[config.mk]
export PLATFORM = sky130hd
export DESIGN_NAME = divu_seq_flat
export DESIGN_NICKNAME = d
export VERILOG_FILES = /design/src/rtl/divu_seq_if.sv /design/src/rtl/divu_seq.sv /design/src/flat_wrapper.sv
export SDC_FILE = /design/constraint.sdc
export NUM_CORES = 1
export LEC_CHECK = 0
export ABC_CLOCK_PERIOD_IN_PS = 20000
export BUFFER_PORTS_ARGS = -buffer_cell sky130_fd_sc_hd__buf_2
export CAP_MARGIN = 30
export CORE_MARGIN = 2
export CORE_UTILIZATION = 23
export CTS_CLUSTER_SIZE = 14
export DETAILED_ROUTE_END_ITERATION = 16
export PLACE_DENSITY = 0.41
export SETUP_SLACK_MARGIN = 0.15
export SYNTH_ARGS = -nofsm -noshare
export SYNTH_HDL_FRONTEND = slang
export SYNTH_SLANG_ARGS = --single-unit
export TNS_END_PERCENT = 30
[constraint.sdc]
create_clock -name clk -period 20 [get_ports clk]
set_clock_uncertainty 0.05 [all_clocks]
set_input_delay 2 -clock clk [delete_from_list [all_inputs] [get_ports clk]]
set_output_delay 2 -clock clk [all_outputs]
set_load 0.1 [all_outputs]
[src/rtl/divu_seq_if.sv]
// Request/response bundle for the sequential unsigned divider.
// The slave modport is the divider side; the master modport is the requester side.
interface divu_seq_if;
  logic        in_valid;
  logic        in_ready;
  logic [31:0] dividend;
  logic [31:0] divisor;
  logic        out_valid;
  logic        out_ready;
  logic [31:0] quotient;
  logic [31:0] remainder;
  logic        div_by_zero;

  modport slave (
    input  in_valid, dividend, divisor, out_ready,
    output in_ready, out_valid, quotient, remainder, div_by_zero
  );

  modport master (
    output in_valid, dividend, divisor, out_ready,
    input  in_ready, out_valid, quotient, remainder, div_by_zero
  );
endinterface

[src/rtl/divu_seq.sv]
// Iterative 32-bit unsigned restoring divider: one quotient bit per cycle, with all
// trial subtractions done by a single shared cla adder.
module divu_seq #(
  parameter int unsigned WIDTH = 32,
  parameter int unsigned CNT_W = 5
) (
  input  logic       clk,
  input  logic       rst_n,
  input  logic       flush,
  divu_seq_if.slave  bus
);

  localparam logic [1:0] StIdle = 2'd0;
  localparam logic [1:0] StRun  = 2'd1;
  localparam logic [1:0] StDone = 2'd2;

  logic [1:0]       state_q, state_d;
  logic [CNT_W-1:0] cnt_q, cnt_d;
  logic [WIDTH-1:0] dvsr_q, dvsr_d;
  logic [WIDTH-1:0] q_q, q_d;
  logic [WIDTH-1:0] r_q, r_d;
  logic             dbz_q, dbz_d;
  logic             ovld_q, ovld_d;
  logic             init_q;

  logic [WIDTH:0]   shift;
  logic [WIDTH-1:0] dvsr_n;
  logic [WIDTH-1:0] diff;
  logic             co;
  logic             no_borrow;
  logic             in_ready;

  assign shift  = {r_q, q_q[WIDTH-1]};
  assign dvsr_n = ~dvsr_q;

  cla #(
    .Width (WIDTH)
  ) u_cla (
    .a_i   (shift[WIDTH-1:0]),
    .b_i   (dvsr_n),
    .cin_i (1'b1),
    .sum_o (diff)
  );

  // The adder exports no carry; rebuild it from the top operand bits and the sum MSB.
  assign co = (shift[WIDTH-1] & dvsr_n[WIDTH-1]) |
              ((shift[WIDTH-1] ^ dvsr_n[WIDTH-1]) & ~diff[WIDTH-1]);
  assign no_borrow = shift[WIDTH] | co;

  assign in_ready = (state_q == StIdle) & init_q;

  always_comb begin
    state_d = state_q;
    cnt_d   = cnt_q;
    dvsr_d  = dvsr_q;
    q_d     = q_q;
    r_d     = r_q;
    dbz_d   = dbz_q;
    ovld_d  = ovld_q;
    if (flush) begin
      state_d = StIdle;
      ovld_d  = 1'b0;
    end else begin
      case (state_q)
        StIdle: begin
          if (bus.in_valid && in_ready) begin
            dvsr_d  = bus.divisor;
            q_d     = bus.dividend;
            r_d     = '0;
            cnt_d   = '0;
            dbz_d   = (bus.divisor == '0);
            state_d = (bus.divisor == '0) ? StDone : StRun;
          end
        end
        StRun: begin
          r_d   = no_borrow ? diff : shift[WIDTH-1:0];
          q_d   = {q_q[WIDTH-2:0], no_borrow};
          cnt_d = cnt_q + CNT_W'(1);
          if (cnt_q == CNT_W'(WIDTH - 1)) state_d = StDone;
        end
        StDone: begin
          // First DONE cycle registers out_valid; results are frozen from here on.
          if (!ovld_q) begin
            ovld_d = 1'b1;
          end else if (bus.out_ready) begin
            ovld_d  = 1'b0;
            state_d = StIdle;
          end
        end
        default: state_d = StIdle;
      endcase
    end
  end

  always_ff @(posedge clk or negedge rst_n) begin
    if (!rst_n) begin
      state_q <= StIdle;
      cnt_q   <= '0;
      dvsr_q  <= '0;
      q_q     <= '0;
      r_q     <= '0;
      dbz_q   <= 1'b0;
      ovld_q  <= 1'b0;
      init_q  <= 1'b0;
    end else begin
      state_q <= state_d;
      cnt_q   <= cnt_d;
      dvsr_q  <= dvsr_d;
      q_q     <= q_d;
      r_q     <= r_d;
      dbz_q   <= dbz_d;
      ovld_q  <= ovld_d;
      init_q  <= 1'b1;
    end
  end

  // On divide-by-zero Q still holds the sampled dividend, which becomes the remainder.
  assign bus.in_ready    = in_ready;
  assign bus.out_valid   = ovld_q;
  assign bus.quotient    = ovld_q ? (dbz_q ? '1 : q_q) : '0;
  assign bus.remainder   = ovld_q ? (dbz_q ? q_q : r_q) : '0;
  assign bus.div_by_zero = ovld_q & dbz_q;

endmodule

// Shared adder: generate/propagate carry chain, sum only, no carry-out port.
module cla #(
  parameter int unsigned Width = 32
) (
  input  logic [Width-1:0] a_i,
  input  logic [Width-1:0] b_i,
  input  logic             cin_i,
  output logic [Width-1:0] sum_o
);
  logic [Width-1:0] g;
  logic [Width-1:0] p;

  assign g = a_i & b_i;
  assign p = a_i ^ b_i;

  always_comb begin
    logic carry;
    carry = cin_i;
    sum_o = '0;
    for (int i = 0; i < int'(Width); i++) begin
      sum_o[i] = p[i] ^ carry;
      carry    = g[i] | (p[i] & carry);
    end
  end
endmodule

[src/flat_wrapper.sv]
// flat-port wrapper written by rule: the top's interface ports become plain ports
module divu_seq_flat 
#(
  parameter int unsigned WIDTH = 32,
  parameter int unsigned CNT_W = 5
)
  (clk, rst_n, flush, bus_in_valid, bus_dividend, bus_divisor, bus_out_ready, bus_in_ready, bus_out_valid, bus_quotient, bus_remainder, bus_div_by_zero);
  divu_seq_if bus_i ();
  input  logic clk;
  input  logic rst_n;
  input  logic flush;
  input wire logic [$bits(bus_i.in_valid)-1:0] bus_in_valid;
  input wire logic [$bits(bus_i.dividend)-1:0] bus_dividend;
  input wire logic [$bits(bus_i.divisor)-1:0] bus_divisor;
  input wire logic [$bits(bus_i.out_ready)-1:0] bus_out_ready;
  output wire logic [$bits(bus_i.in_ready)-1:0] bus_in_ready;
  output wire logic [$bits(bus_i.out_valid)-1:0] bus_out_valid;
  output wire logic [$bits(bus_i.quotient)-1:0] bus_quotient;
  output wire logic [$bits(bus_i.remainder)-1:0] bus_remainder;
  output wire logic [$bits(bus_i.div_by_zero)-1:0] bus_div_by_zero;
  assign bus_i.in_valid = bus_in_valid;
  assign bus_i.dividend = bus_dividend;
  assign bus_i.divisor = bus_divisor;
  assign bus_i.out_ready = bus_out_ready;
  assign bus_in_ready = bus_i.in_ready;
  assign bus_out_valid = bus_i.out_valid;
  assign bus_quotient = bus_i.quotient;
  assign bus_remainder = bus_i.remainder;
  assign bus_div_by_zero = bus_i.div_by_zero;
  divu_seq #(.WIDTH(WIDTH), .CNT_W(CNT_W)) u_core (.clk(clk), .rst_n(rst_n), .flush(flush), .bus(bus_i));
endmodule
* Yosys cells after proc, flatten, opt, wreduce, memory -nomap -nowiden
Index checks and enable logic that the tools add are counted.
Storage, ports and cells: register bits after elaboration 106, word-level logic and storage cells 152
Operators by class: eq/ne operators 8, reductions and logical operators 8, mux-type cells 22, bitwise gates (word level) 105, add/sub/neg operators 1
Operators by type and width (number):
- two-way mux 32 bit | 7
- case mux 32 bit (2 select lines) | 2
- bitwise AND 1 bit | 34
- OR 1 bit | 33
- zero test 32 bit | 1
- inverter 32 bit | 1
- bitwise XOR 1 bit | 32
- bitwise XOR 32 bit | 1
- bitwise AND 31 bit | 1
- two-way mux 2 bit | 6
- case mux 5 bit (2 select lines) | 1
- != test 3 x 2 -> 1 bit (second input constant) | 2
- != test 3 bit (second input constant) | 2
- case mux 2 bit (3 select lines) | 1
- AND reduction 3 bit | 2
- adder 5 x 1 -> 5 bit (second input constant) | 1
- equality test 5 bit (second input constant) | 1
- two-way mux 5 bit | 1
- two-way mux 1 bit | 4
- AND reduction 4 bit | 1
- nonzero test 2 bit | 2
- inverter 1 bit | 3
- equality test 2 x 1 -> 1 bit (second input constant) | 1
- equality test 2 bit (second input constant) | 1
- other kinds (3) | 3

* Longest topological paths before layout
word-level depth 70, depth in mapped cells 39

* By module
Synthesis repeated with hierarchy kept, for this count alone.
Second synthesis, totals: cell total of the unflattened synthesis 591, area total of the unflattened synthesis 6338.6 µm²
By module, submodules not included:
- divu_seq | cells each 554, area each 5675.4 µm², times used 1, sequential area each 2652.5 µm²
- cla | cells each 37, area each 663.1 µm², times used 1, sequential area each 0.0 µm²

* Worst setup path after synthesis
OpenSTA, ideal clock, no wires.
path type flip-flop to flip-flop, start reg u_core.q_q[31], end reg u_core.r_q[22], required time 19829 ps, period minus slack after synthesis 15137 ps, stages on the path, launching flop included 40, buffers on the path 1, setup slack 4863 ps, arrival 14966 ps, path through dfrtp_1 > inv_1 > ha_1 > fa_1 > fa_1 > fa_1 > fa_1 > fa_1 > fa_1 > fa_1 > fa_1 > fa_1 > fa_1 > fa_1 > fa_1 > fa_1 > fa_1 > fa_1 > [4 not listed] > fa_1 > fa_1 > fa_1 > fa_1 > fa_1 > fa_1 > fa_1 > fa_1 > fa_1 > fa_1 > fa_1 > inv_1 > fa_1 > nor2_1 > buf_2 > nand2_1 > o21ai_0 > a22o_1
Between the ends: word-level cells in the longest chain between the ends 69, elaborated cells on any way between the ends 71
RTL lines:
- start: declaration | RTL line divu_seq.sv:20 | logic [WIDTH-1:0] q_q, q_d;
- start signal: assignment | RTL line divu_seq.sv:109 | q_q <= q_d;
- bitwise AND 31 bit / bitwise XOR 32 bit (equally long branches) | RTL line divu_seq.sv:138, divu_seq.sv:139
- OR 1 bit * | RTL line divu_seq.sv:147 | carry = g[i] | (p[i] & carry);
- bitwise AND 1 bit * | RTL line divu_seq.sv:147
- OR 1 bit * | RTL line divu_seq.sv:147
- bitwise AND 1 bit * | RTL line divu_seq.sv:147
- OR 1 bit * | RTL line divu_seq.sv:147
- bitwise AND 1 bit * | RTL line divu_seq.sv:147
- OR 1 bit * | RTL line divu_seq.sv:147
- [53 not listed]
- OR 1 bit | RTL line divu_seq.sv:147
- bitwise XOR 1 bit | RTL line divu_seq.sv:146 | sum_o[i] = p[i] ^ carry;
- inverter 1 bit | RTL line divu_seq.sv:47 | ((shift[WIDTH-1] ^ dvsr_n[WIDTH-1]) & ~diff[WIDTH-1]);
- bitwise AND 1 bit | RTL line divu_seq.sv:47
- OR 1 bit | RTL line divu_seq.sv:46 | assign co = (shift[WIDTH-1] & dvsr_n[WIDTH-1]) |
- OR 1 bit | RTL line divu_seq.sv:48 | assign no_borrow = shift[WIDTH] | co;
- two-way mux 32 bit * | RTL line divu_seq.sv:76 | r_d = no_borrow ? diff : shift[WIDTH-1:0];
- case mux 32 bit (2 select lines) * | RTL line divu_seq.sv:64 | case (state_q)
- end signal: assignment | RTL line divu_seq.sv:110 | r_q <= r_d;
- end: declaration | RTL line divu_seq.sv:21 | logic [WIDTH-1:0] r_q, r_d;
Every way passes the cells marked *; elsewhere a longest branch is shown, timed or not. A chain may end at the register's enable or synchronous reset.

* Worst setup path in the final report
start reg u_core.q_q[31], end reg u_core.r_q[7]
Between the ends: word-level cells in the longest chain between the ends 69, elaborated cells on any way between the ends 71
RTL lines (RTL line):
- bitwise AND 31 bit / bitwise XOR 32 bit (equally long branches) | divu_seq.sv:138, divu_seq.sv:139
- OR 1 bit * | divu_seq.sv:147
- bitwise AND 1 bit * | divu_seq.sv:147
- OR 1 bit * | divu_seq.sv:147
- bitwise AND 1 bit * | divu_seq.sv:147
- OR 1 bit * | divu_seq.sv:147
- bitwise AND 1 bit * | divu_seq.sv:147
- OR 1 bit * | divu_seq.sv:147
- [53 not listed]
- OR 1 bit | divu_seq.sv:147
- bitwise XOR 1 bit | divu_seq.sv:146
- inverter 1 bit | divu_seq.sv:47
- bitwise AND 1 bit | divu_seq.sv:47
- OR 1 bit | divu_seq.sv:46
- OR 1 bit | divu_seq.sv:48
- two-way mux 32 bit * | divu_seq.sv:76
- case mux 32 bit (2 select lines) * | divu_seq.sv:64
Marks and branches as above.

==> impl_results.md <==
- Fin. max-slew vios: 0
- Leak Pwr: 0.003441 uW
- Hold_buf cts: 0
- CP top delay family: adder cells
- DR WL/cell: 15.63 um
- Yosys warning total: 0
- # IOs: 136
- Buf/Inv on CP: 3
- Hold Crit Class: reg -> reg
- Most numerous cell in the Yosys netlist: dfrtp_1
- Initial Util: 0.2351
- Worst skew pair latency: 0.36 ns
- Relative slew slack: 0.4049
- Routed Antenna Nets: 0
- Pin count of the biggest net entering global routing: 85
- CTS max path bufs: 2
- Synth area leader: dfrtp_1
- DRC violation count after routing: 0
- GRT Total Usage: 0.1168
- Worst-Margin Slew: 0.8926 ns
- First-pass GRT wire length: 26130 um
- Number of fillers in the final layout: 2874
- Htree depth: 3
- Total grt overflow: 0
- Fin crit share: 0.7840
- Area contributors post-synth: dfrtp_1, mux2i_1, fa_1, o21ai_0, a22o_1
- Worst Setup End Kind: register
- Final setup fails: 0
- Vias in the first global route: 4623
- Status: complete, no violations
- Routed vias/inst: 4.296
- Die area: 28970 um^2
- Max rail drop VDD: 0.04233 mV
- Synthesized area: 6355 um^2
- Post-Syn Area per Cell: 10.86 um^2
- Most used cell, CP: fa_1
- Pwr/cell area: 102.2 nW/um^2
- Ys async rst share: 1.000
- Synth cell count leaders: dfrtp_1, nand2_1, mux2i_1
- Via count: 4468
- Die Y: 170.2 um
- Fin nets: 797
- Row count: 60
- Port bufs: 135
- Arrival time of the worst setup path: 15.88 ns
- Synthesized instance count: 585
- Initial antenna violation count: 0
- First drt pass iteration count: 4
- Die width: 170.2 um
- Share of cells above drive strength 1: 0.2833
- CTS tree: yes
- Layout area overhead: 19.81%
- CP Class: reg -> reg
- CP max FO: 34
- Post-cts sizing count: 0
- Root Buffer: clkbuf_16
- DRT iter0 DRCs: 124
- WP data required: 20.20 ns
- Synth Register Bits: 106
- Sequential Area: 2658 um^2
- Final core occ: 0.2817
- Slowest-stage cell, CP: fa_1
- Synth unique cells: 37
- Antenna diodes: 0
- Gpl congestion: 0.7239
- HPWL after DPL: 11400 um
- Synth top area share: 0.4174
- CP startpoint kind: register
- Setup Total Neg Slack: 0 ns
- Core ar.: 27030 um^2
- Ys flop type: dfrtp_1
- Fin. Hold Viols: 0
- Fmax: 63.78 MHz
- Max_cap viols: 0
- Register clock-pin slew on the reported worst setup and hold paths: 0.08 ns
- CTS Buf Count: 9
- Multi-input logic area: 3319 um^2
- Sequential area share after synthesis: 0.4174
- RSZ-0062 raised after global routing: no
- Shortest period the worst path allows: 15.68 ns
- Sink Count: 106
- Post CTS Setup Buffer Count: 0
- Overall routed net length: 16260 um
- Post-synth EDFFs: 0
- Synthesized net count: 688
- CP peak stage delay: 0.48 ns
==> registers in the layout, summed over array words and instances, names as in the netlist <==
signal,flops
u_core.r_q,32
u_core.bus.out_valid,1
u_core.q_q,32
u_core.dbz_q,1
u_core.cnt_q,5
u_core.init_q,1
u_core.dvsr_q,32
u_core.state_q,2
==> path summary, 6_finish.rpt <==
path	slack (ns)	cells past startpoint	to	startpoint
hold / removal	0.45	2	u_core.cnt_q[4]	u_core.cnt_q[4]
min in group asynchronous	1.61	1	u_core.r_q[1]	rst_n
max in group asynchronous	17.04	2	u_core.q_q[22]	rst_n
setup reg to reg	4.32	39	u_core.r_q[7]	u_core.q_q[31]
setup / recovery	4.32	39	u_core.r_q[7]	u_core.q_q[31]
hold reg to reg	0.45	2	u_core.cnt_q[4]	u_core.cnt_q[4]
==> power by group <==
part | total (uW) | leakage [uW] | internal [uW] | switching (uW)
Clock | 178 | 0.000135 | 87.2 | 90.8
Combinational | 265 | 0.00196 | 128 | 138
Sequential | 335 | 0.00135 | 272 | 63.2
==> worst reg2reg max path, delay by kind of cell, from the launching register on <==
family / cells / cell delay (ns)
buffers and inverters: 3 / 0.34
adders and majority gates: 32 / 14.24
and+or+nand+nor: 2 / 0.23
AOI/OAI and AO/OA: 2 / 0.29
DFF: 1 / 0.42
==> per-stage QoR <==
step | area (um^2) | hold WS [ns] | instances | power, uW | setup WS, ns
after CTS | 7594 | 0.4516 | 1039 | 798.6 | 4.157
after floorplan | 6355 | 0.4038 | 585 | 530.0 | 4.863
after global routing | 7614 | 0.4987 | 1040 | 858.2 | 3.615
after detailed placement | 7307 | 0.4339 | 1023 | 613.6 | 4.192
after global placement | 7232 | 0.4224 | 1020 | 600.5 | 4.300
final | 7614 | 0.4487 | 1040 | 778.2 | 4.320
==> cell families (layout without fill, tap and decap cells) <==
group,Yosys count,in the layout,share of synthesized area
AOI/OAI and AO/OA,137,137,0.1412
xor gates and xnor gates,2,2,0.002757
adders and majority gates,34,34,0.1036
buffers and inverters,78,192,0.06340
DFF,106,106,0.4174
muxes,97,97,0.1699
other,1,1,0.0005901
and+or+nand+nor,130,130,0.1012
==> cells in the final DEF (no fill, tap or decap), types with 2 or more instances in the layout <==
cell | synthesis | final
mux2i_1 | 64 | 64
dfrtp_1 | 106 | 104
nand4_1 | 2 | 2
inv_6 | 0 | 3
nor2b_1 | 34 | 34
mux2_4 | 18 | 18
clkinvlp_4 | 0 | 2
a21oi_1 | 3 | 3
fa_1 | 31 | 31
nor2_1 | 5 | 4
nand2_1 | 67 | 67
o21ai_1 | 6 | 6
buf_4 | 5 | 4
and2_1 | 3 | 3
clkbuf_16 | 0 | 9
a22oi_1 | 2 | 2
o21a_1 | 32 | 32
o22ai_1 | 2 | 2
a22o_1 | 32 | 32
mux2_2 | 15 | 15
buf_2 | 19 | 134
buf_16 | 0 | 2
o21ai_0 | 59 | 59
nor2_4 | 0 | 2
buf_12 | 0 | 2
inv_1 | 34 | 34
ha_1 | 3 | 3
nor4_1 | 9 | 9
==> metal layers <==
layer / vias up / share of wire / track usage
li1: 2228 / - / -
met1: 2152 / 0.48 / 0.1568
met2: 78 / 0.48 / 0.1932
met3: 10 / 0.031 / 0.02023
met4: 0 / 0.012 / 0.03344
met5: - / 0 / 0
==> cell type report <==
type,instances,share of cell area
Clock buffer,9,0.02958
Clock inverter,7,0.008053
Inverter,34,0.01676
Multi-Input combinational cell,401,0.4360
Sequential cell,106,0.3491
Tap cell,341,0.05604
Timing Repair Buffer,142,0.1045
No activity file was read; power rests on OpenSTA's default activity.
